--- src/rtl/mem_access_stage_pkg.sv ---
// Shared types and constants for the MEM pipeline stage: FSM states, wb_ctrl layout, defaults.
package mem_access_stage_pkg;

  typedef enum logic {
    IDLE   = 1'b0,
    ACCESS = 1'b1
  } state_e;

  localparam int DEF_DATA_W  = 16;
  localparam int DEF_ADDR_W  = 16;
  localparam int DEF_DEST_W  = 3;
  localparam int DEF_TIMEOUT = 15;

  // wb_ctrl = {wb_en, wb_dest, wb_mux}; wb_mux is bit 0 and wb_dest starts at bit 1
  localparam int WB_MUX_POS  = 0;
  localparam int WB_DEST_LSB = 1;

  function automatic int wb_en_pos(input int dest_w);
    return dest_w + 1;
  endfunction

endpackage

--- src/rtl/mem_subword_align.sv ---
// Byte-lane helper: byte enables and store replication on the request side,
// byte select with zero/sign extension on the response side.
module mem_subword_align #(
  parameter int DATA_W = 16,
  parameter int LANE_W = (DATA_W > 8) ? $clog2(DATA_W / 8) : 1
) (
  input  logic                  req_byte,
  input  logic [LANE_W-1:0]     req_lane,
  input  logic [DATA_W-1:0]     wr_data,
  output logic [DATA_W/8-1:0]   be,
  output logic [DATA_W-1:0]     wdata,
  input  logic                  rsp_byte,
  input  logic                  rsp_sext,
  input  logic [LANE_W-1:0]     rsp_lane,
  input  logic [DATA_W-1:0]     rd_data,
  output logic [DATA_W-1:0]     rd_aligned
);

  localparam int NB = DATA_W / 8;

  logic [7:0] byte_sel;

  always_comb begin
    be    = '1;
    wdata = wr_data;
    if (req_byte) begin
      be    = '0;
      wdata = {NB{wr_data[7:0]}};
      for (int i = 0; i < NB; i++) begin
        if (req_lane == LANE_W'(i)) be[i] = 1'b1;
      end
    end
  end

  always_comb begin
    byte_sel = rd_data[7:0];
    for (int i = 0; i < NB; i++) begin
      if (rsp_lane == LANE_W'(i)) byte_sel = rd_data[i*8 +: 8];
    end
    if (rsp_byte) rd_aligned = {{(DATA_W-8){rsp_sext & byte_sel[7]}}, byte_sel};
    else          rd_aligned = rd_data;
  end

endmodule

--- src/rtl/mem_access_stage.sv ---
// MEM pipeline stage: issues one memory request per load/store with an ack timeout,
// registers the WB payload. Byte access is enabled with MEM_ACCESS_SUBWORD_EN.
//
// Handshakes: a transfer happens on a rising edge where valid && ready. in_ready is
// independent of in_valid; out_valid, once set, holds its payload until out_ready.
module mem_access_stage
  import mem_access_stage_pkg::*;
#(
  parameter int DATA_W  = DEF_DATA_W,
  parameter int ADDR_W  = DEF_ADDR_W,
  parameter int DEST_W  = DEF_DEST_W,
  parameter int TIMEOUT = DEF_TIMEOUT
) (
  input  logic                  clk,
  input  logic                  rst_n,
  input  logic                  in_valid,
  output logic                  in_ready,
  input  logic [DATA_W-1:0]     in_alu_result,
  input  logic                  in_mem_rd,
  input  logic                  in_mem_wr,
  input  logic [DATA_W-1:0]     in_wr_data,
  input  logic                  in_byte,
  input  logic                  in_sext,
  input  logic [DEST_W+1:0]     in_wb_ctrl,
  output logic                  mem_req,
  output logic                  mem_we,
  output logic [ADDR_W-1:0]     mem_addr,
  output logic [DATA_W-1:0]     mem_wdata,
  output logic [DATA_W/8-1:0]   mem_be,
  input  logic                  mem_ack,
  input  logic [DATA_W-1:0]     mem_rdata,
  output logic                  out_valid,
  input  logic                  out_ready,
  output logic [DATA_W-1:0]     out_alu_result,
  output logic [DATA_W-1:0]     out_rd_data,
  output logic [DEST_W+1:0]     out_wb_ctrl,
  output logic                  hz_valid,
  output logic [DEST_W-1:0]     hz_dest,
  output logic                  bus_err
);

  localparam int WB_W   = DEST_W + 2;
  localparam int NB     = DATA_W / 8;
  localparam int CNT_W  = $clog2(TIMEOUT + 1);
  localparam int LANE_W = (DATA_W > 8) ? $clog2(DATA_W / 8) : 1;
  localparam logic [WB_W-1:0] WB_EN_MASK = WB_W'(1) << wb_en_pos(DEST_W);

  state_e           state, state_d;
  logic [CNT_W-1:0] cnt, cnt_d;
  logic             accept, start_mem, finish, tmo;

  logic [WB_W-1:0]   wb_q;
  logic [DATA_W-1:0] alu_q;
  logic [NB-1:0]     be_req;
  logic [DATA_W-1:0] wdata_req;
  logic [DATA_W-1:0] rd_aligned;

`ifdef MEM_ACCESS_SUBWORD_EN
  logic byte_q, sext_q;

  mem_subword_align #(
    .DATA_W (DATA_W),
    .LANE_W (LANE_W)
  ) u_align (
    .req_byte   (in_byte),
    .req_lane   (in_alu_result[LANE_W-1:0]),
    .wr_data    (in_wr_data),
    .be         (be_req),
    .wdata      (wdata_req),
    .rsp_byte   (byte_q),
    .rsp_sext   (sext_q),
    .rsp_lane   (mem_addr[LANE_W-1:0]),
    .rd_data    (mem_rdata),
    .rd_aligned (rd_aligned)
  );
`else
  logic unused_subword;
  assign unused_subword = ^{in_byte, in_sext};
  assign be_req     = '1;
  assign wdata_req  = in_wr_data;
  assign rd_aligned = mem_rdata;
`endif

  always_ff @(posedge clk or negedge rst_n) begin
    if (!rst_n) begin
      state <= IDLE;
      cnt   <= '0;
    end else begin
      state <= state_d;
      cnt   <= cnt_d;
    end
  end

  always_comb begin
    state_d   = state;
    cnt_d     = cnt;
    accept    = 1'b0;
    start_mem = 1'b0;
    finish    = 1'b0;
    tmo       = 1'b0;
    in_ready  = (state == IDLE) && (!out_valid || out_ready);
    case (state)
      IDLE: begin
        if (in_valid && in_ready) begin
          accept = 1'b1;
          if (in_mem_rd || in_mem_wr) begin
            start_mem = 1'b1;
            state_d   = ACCESS;
            cnt_d     = '0;
          end
        end
      end
      ACCESS: begin
        if (mem_ack) begin
          finish  = 1'b1;
          state_d = IDLE;
          cnt_d   = '0;
        end else if (cnt == CNT_W'(TIMEOUT - 1)) begin
          // this cycle is the TIMEOUT-th without an ack
          finish  = 1'b1;
          tmo     = 1'b1;
          state_d = IDLE;
          cnt_d   = '0;
        end else begin
          cnt_d = cnt + CNT_W'(1);
        end
      end
      default: state_d = IDLE;
    endcase
  end

  assign hz_valid = (state == ACCESS);
  assign hz_dest  = hz_valid ? wb_q[WB_DEST_LSB +: DEST_W] : '0;

  always_ff @(posedge clk or negedge rst_n) begin
    if (!rst_n) begin
      mem_req        <= 1'b0;
      mem_we         <= 1'b0;
      mem_addr       <= '0;
      mem_wdata      <= '0;
      mem_be         <= '0;
      wb_q           <= '0;
      alu_q          <= '0;
      out_valid      <= 1'b0;
      out_alu_result <= '0;
      out_rd_data    <= '0;
      out_wb_ctrl    <= '0;
      bus_err        <= 1'b0;
`ifdef MEM_ACCESS_SUBWORD_EN
      byte_q         <= 1'b0;
      sext_q         <= 1'b0;
`endif
    end else begin
      if (start_mem) begin
        mem_req   <= 1'b1;
        mem_we    <= in_mem_wr;
        mem_addr  <= in_alu_result[ADDR_W-1:0];
        mem_wdata <= wdata_req;
        mem_be    <= be_req;
        wb_q      <= in_wb_ctrl;
        alu_q     <= in_alu_result;
`ifdef MEM_ACCESS_SUBWORD_EN
        byte_q    <= in_byte;
        sext_q    <= in_sext;
`endif
      end else if (finish) begin
        mem_req <= 1'b0;
      end

      if (tmo) bus_err <= 1'b1;

      if (accept && !start_mem) begin
        out_valid      <= 1'b1;
        out_alu_result <= in_alu_result;
        out_rd_data    <= '0;
        out_wb_ctrl    <= in_wb_ctrl;
      end else if (finish) begin
        out_valid      <= 1'b1;
        out_alu_result <= alu_q;
        out_rd_data    <= (tmo || mem_we) ? '0 : rd_aligned;
        out_wb_ctrl    <= tmo ? (wb_q & ~WB_EN_MASK) : wb_q;
      end else if (out_ready) begin
        out_valid <= 1'b0;
      end
    end
  end

endmodule
--- config.mk ---
export PLATFORM = sky130hd
export DESIGN_NAME = mem_access_stage
export DESIGN_NICKNAME = d
export VERILOG_FILES = /design/src/rtl/mem_access_stage_pkg.sv /design/src/rtl/mem_subword_align.sv /design/src/rtl/mem_access_stage.sv
export SDC_FILE = /design/constraint.sdc
export NUM_CORES = 1
export LEC_CHECK = 0
export ABC_CLOCK_PERIOD_IN_PS = 2000
export CORE_ASPECT_RATIO = 1.75
export CORE_MARGIN = 1.5
export CORE_UTILIZATION = 43
export DETAILED_ROUTE_END_ITERATION = 10
export PLACE_DENSITY = 0.78
export RECOVER_POWER = 50
export SYNTH_ARGS = -nofsm -noshare
export SYNTH_HDL_FRONTEND = slang
export SYNTH_SLANG_ARGS = --single-unit
--- constraint.sdc ---
create_clock -name clk -period 2 [get_ports clk]
set_clock_uncertainty 0.05 [all_clocks]
set_input_delay 0.4 -clock clk [delete_from_list [all_inputs] [get_ports clk]]
set_output_delay 0.4 -clock clk [all_outputs]
set_load 0.02 [all_outputs]
Word-level counts from Yosys, hierarchy flattened --
Index checks and enable logic that the tools add are counted.
Storage, ports and cells: word-level logic and storage cells 62, register bits after elaboration 84, input bits 62
Operators by class: muxes and demuxes 32, equal/unequal tests 3, bitwise gates (word level) 1, reduce and logical (&&, ||, !) cells 12, $add $sub $neg 1
Operators with widths (count):
- 2-to-1 mux 16 bit | 5
- 2-to-1 mux 1 bit | 17
- 2-to-1 mux 4 bit | 4
- 2-to-1 mux 5 bit | 3
- case mux 4 bit (2 select lines) | 1
- adder 4 x 1 -> 4 bit (second input constant) | 1
- == test 4 bit (second input constant) | 1
- != test 2 x 1 -> 1 bit (second input constant) | 2
- nonzero test 2 bit | 2
- logical AND 1 bit | 3
- logical OR 1 bit | 3
- 2-to-1 mux 3 bit | 1
- nonzero test 3 bit | 1
- zero test 1 bit | 2
- case mux 1 bit (2 select lines) | 1
- AND reduction 2 bit | 1
- inverter 1 bit | 1

Logic depth before layout (Yosys ltp) --
Gate-level depths: netlist of the first run.
depth in word-level cells 9, gate-level depth with buffers 7

Worst setup path before layout of the first run --
OpenSTA, ideal clock, no wires.
path type reg2reg, start register cnt[0], end register out_alu_result[0], period minus slack after synthesis 1700 ps, path buffers 1, data arrival time 1532 ps, path slack 300 ps, stages on the path, launching flop included 8, cells stage by stage dfrtp_1 -> inv_1 -> ha_1 -> a31o_1 -> and2_1 -> buf_2 -> a22o_1 -> a21o_1
Between the ends: longest elaborated chain between the ends 5
RTL lines:
- from (decl) | line mem_access_stage.sv:49 | logic [CNT_W-1:0] cnt, cnt_d;
- from (signal assigned) | line mem_access_stage.sv:90 | cnt <= cnt_d;
- == test 4 bit | line mem_access_stage.sv:118 | end else if (cnt == CNT_W'(TIMEOUT - 1)) begin
- 2-to-1 mux 1 bit | line mem_access_stage.sv:118
- 2-to-1 mux 1 bit | line mem_access_stage.sv:114 | if (mem_ack) begin
- 2-to-1 mux 1 bit | line mem_access_stage.sv:102 | case (state)
- nonzero test 2 bit (no source line)
- to (signal assigned) | line mem_access_stage.sv:174 | out_alu_result <= in_alu_result;
- to (signal assigned) | line mem_access_stage.sv:179 | out_alu_result <= alu_q;
- to (decl) | line mem_access_stage.sv:34 | output logic [DATA_W-1:0] out_alu_result,
No other way between the ends. A chain may end at the register's enable or synchronous reset.

Worst setup path after layout of the first run --
start register state, in the netlist hz_valid, end output port hz_dest[1]
Between the ends: longest elaborated chain between the ends 1
RTL lines:
- from (decl) | line mem_access_stage.sv:48 | state_e state, state_d;
- from (signal assigned) | line mem_access_stage.sv:89 | state <= state_d;
- 2-to-1 mux 3 bit | line mem_access_stage.sv:133 | assign hz_dest = hz_valid ? wb_q[WB_DEST_LSB +: DEST_W] : '0;
- to (decl) | line mem_access_stage.sv:38 | output logic [DEST_W-1:0] hz_dest,
No other way between the ends.

==> metrics.md, run 1 <==
| Metric | Value |
|---|---|
| Outcome | completed |
| Synthesized area | 0.00359 mm^2 |
| Core footprint | 0.00820 mm^2 |
| Critical Path Source | hz_valid$_DFF_PN0_ |
| TritonCTS buffer count | 9 |
| Critical Path RT | 1550 ps |
| N_diodes | 0 |
| Finish-stage setup viols | 0 |
| CP max stage cell | clkdlybuf4s50_1 |
| Final Hold Viols | 0 |
| Post-route ant nets | 0 |
| Via count | 2,669 |
| I/O pin cnt | 142 |
| Clk pin slew, worst setup/hold paths | 60 ps |
| Yosys Warn Count | 0 |
| First-pass DRT Iterations | 4 |
| Post-CTS Hold Buffers | 0 |
| Fillers | roughly 600 |
| DRC Markers | 0 |
| Final Critical Period | 1960 ps |
| Tot GR Track Use | 0.211 |
| Cell variety after synth | 29 |
| Grt ovf | 0 |
| PwrDens | 1350 mW/mm^2 |
| Full die area | 0.00894 mm^2 |
| Final #Nets | 469 |
| Final Cycle Share | 0.978 |
| Synthesized instance count | 249 |
| Die height | between 100 and 150 um |
| FMAX | 511 MHz |
| Tightest Pin Transition | 1130 ps |
| Reg area | approximately 0.0021 mm^2 |
| Row Count | 44 |
| Layout cell share with drive strength beyond 1 | 0.205 |
| Via density | 5.32 |
| Initial Util | 0.438 |
| Commonest non-fill, non-tap cell in the layout | clkdlybuf4s50_1 |
| TritonCTS Sinks | 84 |
| Min-Delay Path Class | primary input to async pin |
| Initial antenna violation count | 0 |
| Routed wire per std cell | 18.3 um |
| Worst Setup End Kind | output port |
| IO Port Bufs | 139 |
| Crit-path cells | and2_1 -> clkdlybuf4s50_1 |
| Post-synthesis sequential area ratio | 0.585 |
| Pleak | about 2.6 nW |
| CP Max Fanout | 5 |
| Routed wire length | 9180 um |
| Die width | 72.1 um |
| Mean Syn Cell Area | roughly 14 um^2 |
| Max_slew headroom | 0.247 |
| Net Count, Synth | 313 |
| CTS root buf | clkbuf_16 |
| First-pass GRT wire length | about 14,000 um |
| Worst path max stage delay | a little over 600 ps |
| H-tree depth | 3 |
| TritonCTS clock tree | yes |
| Largest net degree at the start of global routing | 85 |
| Core Util, Final | 0.673 |
| Clk_lat worst skew | 330 ps |
| Routability Congestion | just under 0.8 |
| Worst Setup Start Kind | flip-flop |
| Worst Path Arrival | 1510 ps |
| Worst VDD drop | between 0.0006 and 0.0007 V |
| Commonest non-fill, non-tap cells in the layout | 115 x clkdlybuf4s50_1, 83 x dfrtp_1, 37 x mux2_4, 31 x a22o_1, 22 x a21o_1 |
| 1st-iter DRT viols | 98 |
| Multi-input logic area | 0.00135 mm^2 |
| CTS Buffer Depth | 2 |
| Final slew viol count | 0 |
| Vias in the first global route | between 2,000 and 3,000 |
| Maxcap violations | 0 |
| Flops & latches, synth | 84 |
| RSZ-0062 raised after global routing | no |
| WS Path Type | flip-flop to output port |
| Worst r2r src | hz_valid$_DFF_PN0_ |
| HPWL Detailed | 6390 um |
| Area Overhead vs Synth | 53.5% |
| Tot Pwr | between 7 and 8 mW |
[area by class of cell]
class	count	share of cell area
tap	92	0.0209
clock inverter	6	0.0159
clock buffer	10	0.0433
inverter	4	0.00272
sequential	84	0.381
multi-input combinational	145	0.245
timing repair buffer	161	0.291
[sequential cells by signal, indices dropped and copies added, names as in the netlist]
register and flops:
alu_q 16, out_alu_result 16, mem_wdata 16, wb_q 5, mem_we 1, mem_be 1
bus_err 1, out_rd_data 16, cnt 4, out_wb_ctrl 5, mem_req 1, out_valid 1
hz_valid 1
[cell families (layout without fill, tap and decap cells)]
group,Yosys count,after routing,share of synthesized area
flip-flops,84,84,0.585
AO/OA/AOI/OAI,69,69,0.153
multiplexers,37,37,0.155
AND/OR/NAND/NOR,37,37,0.0599
buffers and inverters,20,181,0.0411
adder cells (fa/ha/maj),2,2,0.00696
[synth_stat cells, drive strengths merged]
cell type  count  area share
dfrtp         84        0.58
mux2          37        0.15
a22o          31       0.076
a21o          22       0.046
buf           16       0.037
nor2          10       0.011
nand2          8      0.0084
a22oi          6       0.013
and2           5      0.0087
inv            4      0.0042
nand2b         4      0.0070
nand3          3      0.0042
o21ai          3      0.0042
a21oi          2      0.0028
ha             2      0.0070
nor2b          2      0.0056
or2            2      0.0035
a211o          1      0.0024
a311oi         1      0.0024
a31o           1      0.0024
a31oi          1      0.0017
a41o           1      0.0028
nor3           1      0.0014
nor3b          1      0.0035
nor4b          1      0.0066
[timing repair]
action                                  in CTS  in global routing
gates resized for setup                      2                  4
buffers inserted                             3                  0
endpoints found under the setup margin       5                  2
[metrics by stage]
step	setup WS [ps]	area [um^2]	hold slack (ps)	std cells	setup TNS [ps]
6_report	44.3	5520	366	502	0
5_1_grt	2.29	5520	443	502	0
4_1_cts	12.0	5540	54.5	502	0
3_5_place_dp	-194	5190	414	483	-9870
3_3_place_gp	-130	5190	410	483	-6270
2_1_floorplan	300	3590	54.4	249	0
[path summary, 6_finish.rpt]
kind / end / slack (ps) / cells after the start
setup / recovery: hz_dest[1] / 40 / 2
hold / removal: out_rd_data[11]$_DFFE_PN0P_ / 370 / 2
setup reg to reg: mem_wdata[9]$_DFFE_PN0P_ / 130 / 6
hold reg to reg: out_alu_result[10]$_DFFE_PN0P_ / 420 / 1
max in group asynchronous: hz_valid$_DFF_PN0_ / 760 / 2
min in group clk: out_alu_result[10]$_DFFE_PN0P_ / 420 / 1
[critical path, delay by kind of cell, from the launching register on]
kind,cells,cell delay (ps)
buffers and inverters,1,610
AND/OR/NAND/NOR,1,150
flip-flops,1,410
[metal layers]
| layer | track usage | up-vias | share of wire | wire length [um] |
|---|---|---|---|---|
| li1 | - | 1215 | - | - |
| met1 | 0.223 | 1338 | 0.37 | 3350 |
| met2 | 0.384 | 96 | 0.56 | 5110 |
| met3 | 0.0421 | 20 | 0.044 | 405 |
| met4 | 0.121 | 0 | 0.034 | 314 |
| met5 | 0 | - | 0 | 0 |
[power by group]
| part | internal (mW) | switching (mW) | leakage [nW] |
|---|---|---|---|
| clock | 1.13 | 0.652 | 0.162 |
| sequential | 2.27 | 0.363 | 1.03 |
| combinational | 1.65 | 1.38 | 1.42 |
Note: power is estimated with default switching activity, not from simulation.
==> run 2: changes to the inputs <==
Settings changed: CTS_CLUSTER_SIZE set to 16.
==> results of run 2 <==
Final layout, timing and power as in run 1 (identical DEF).
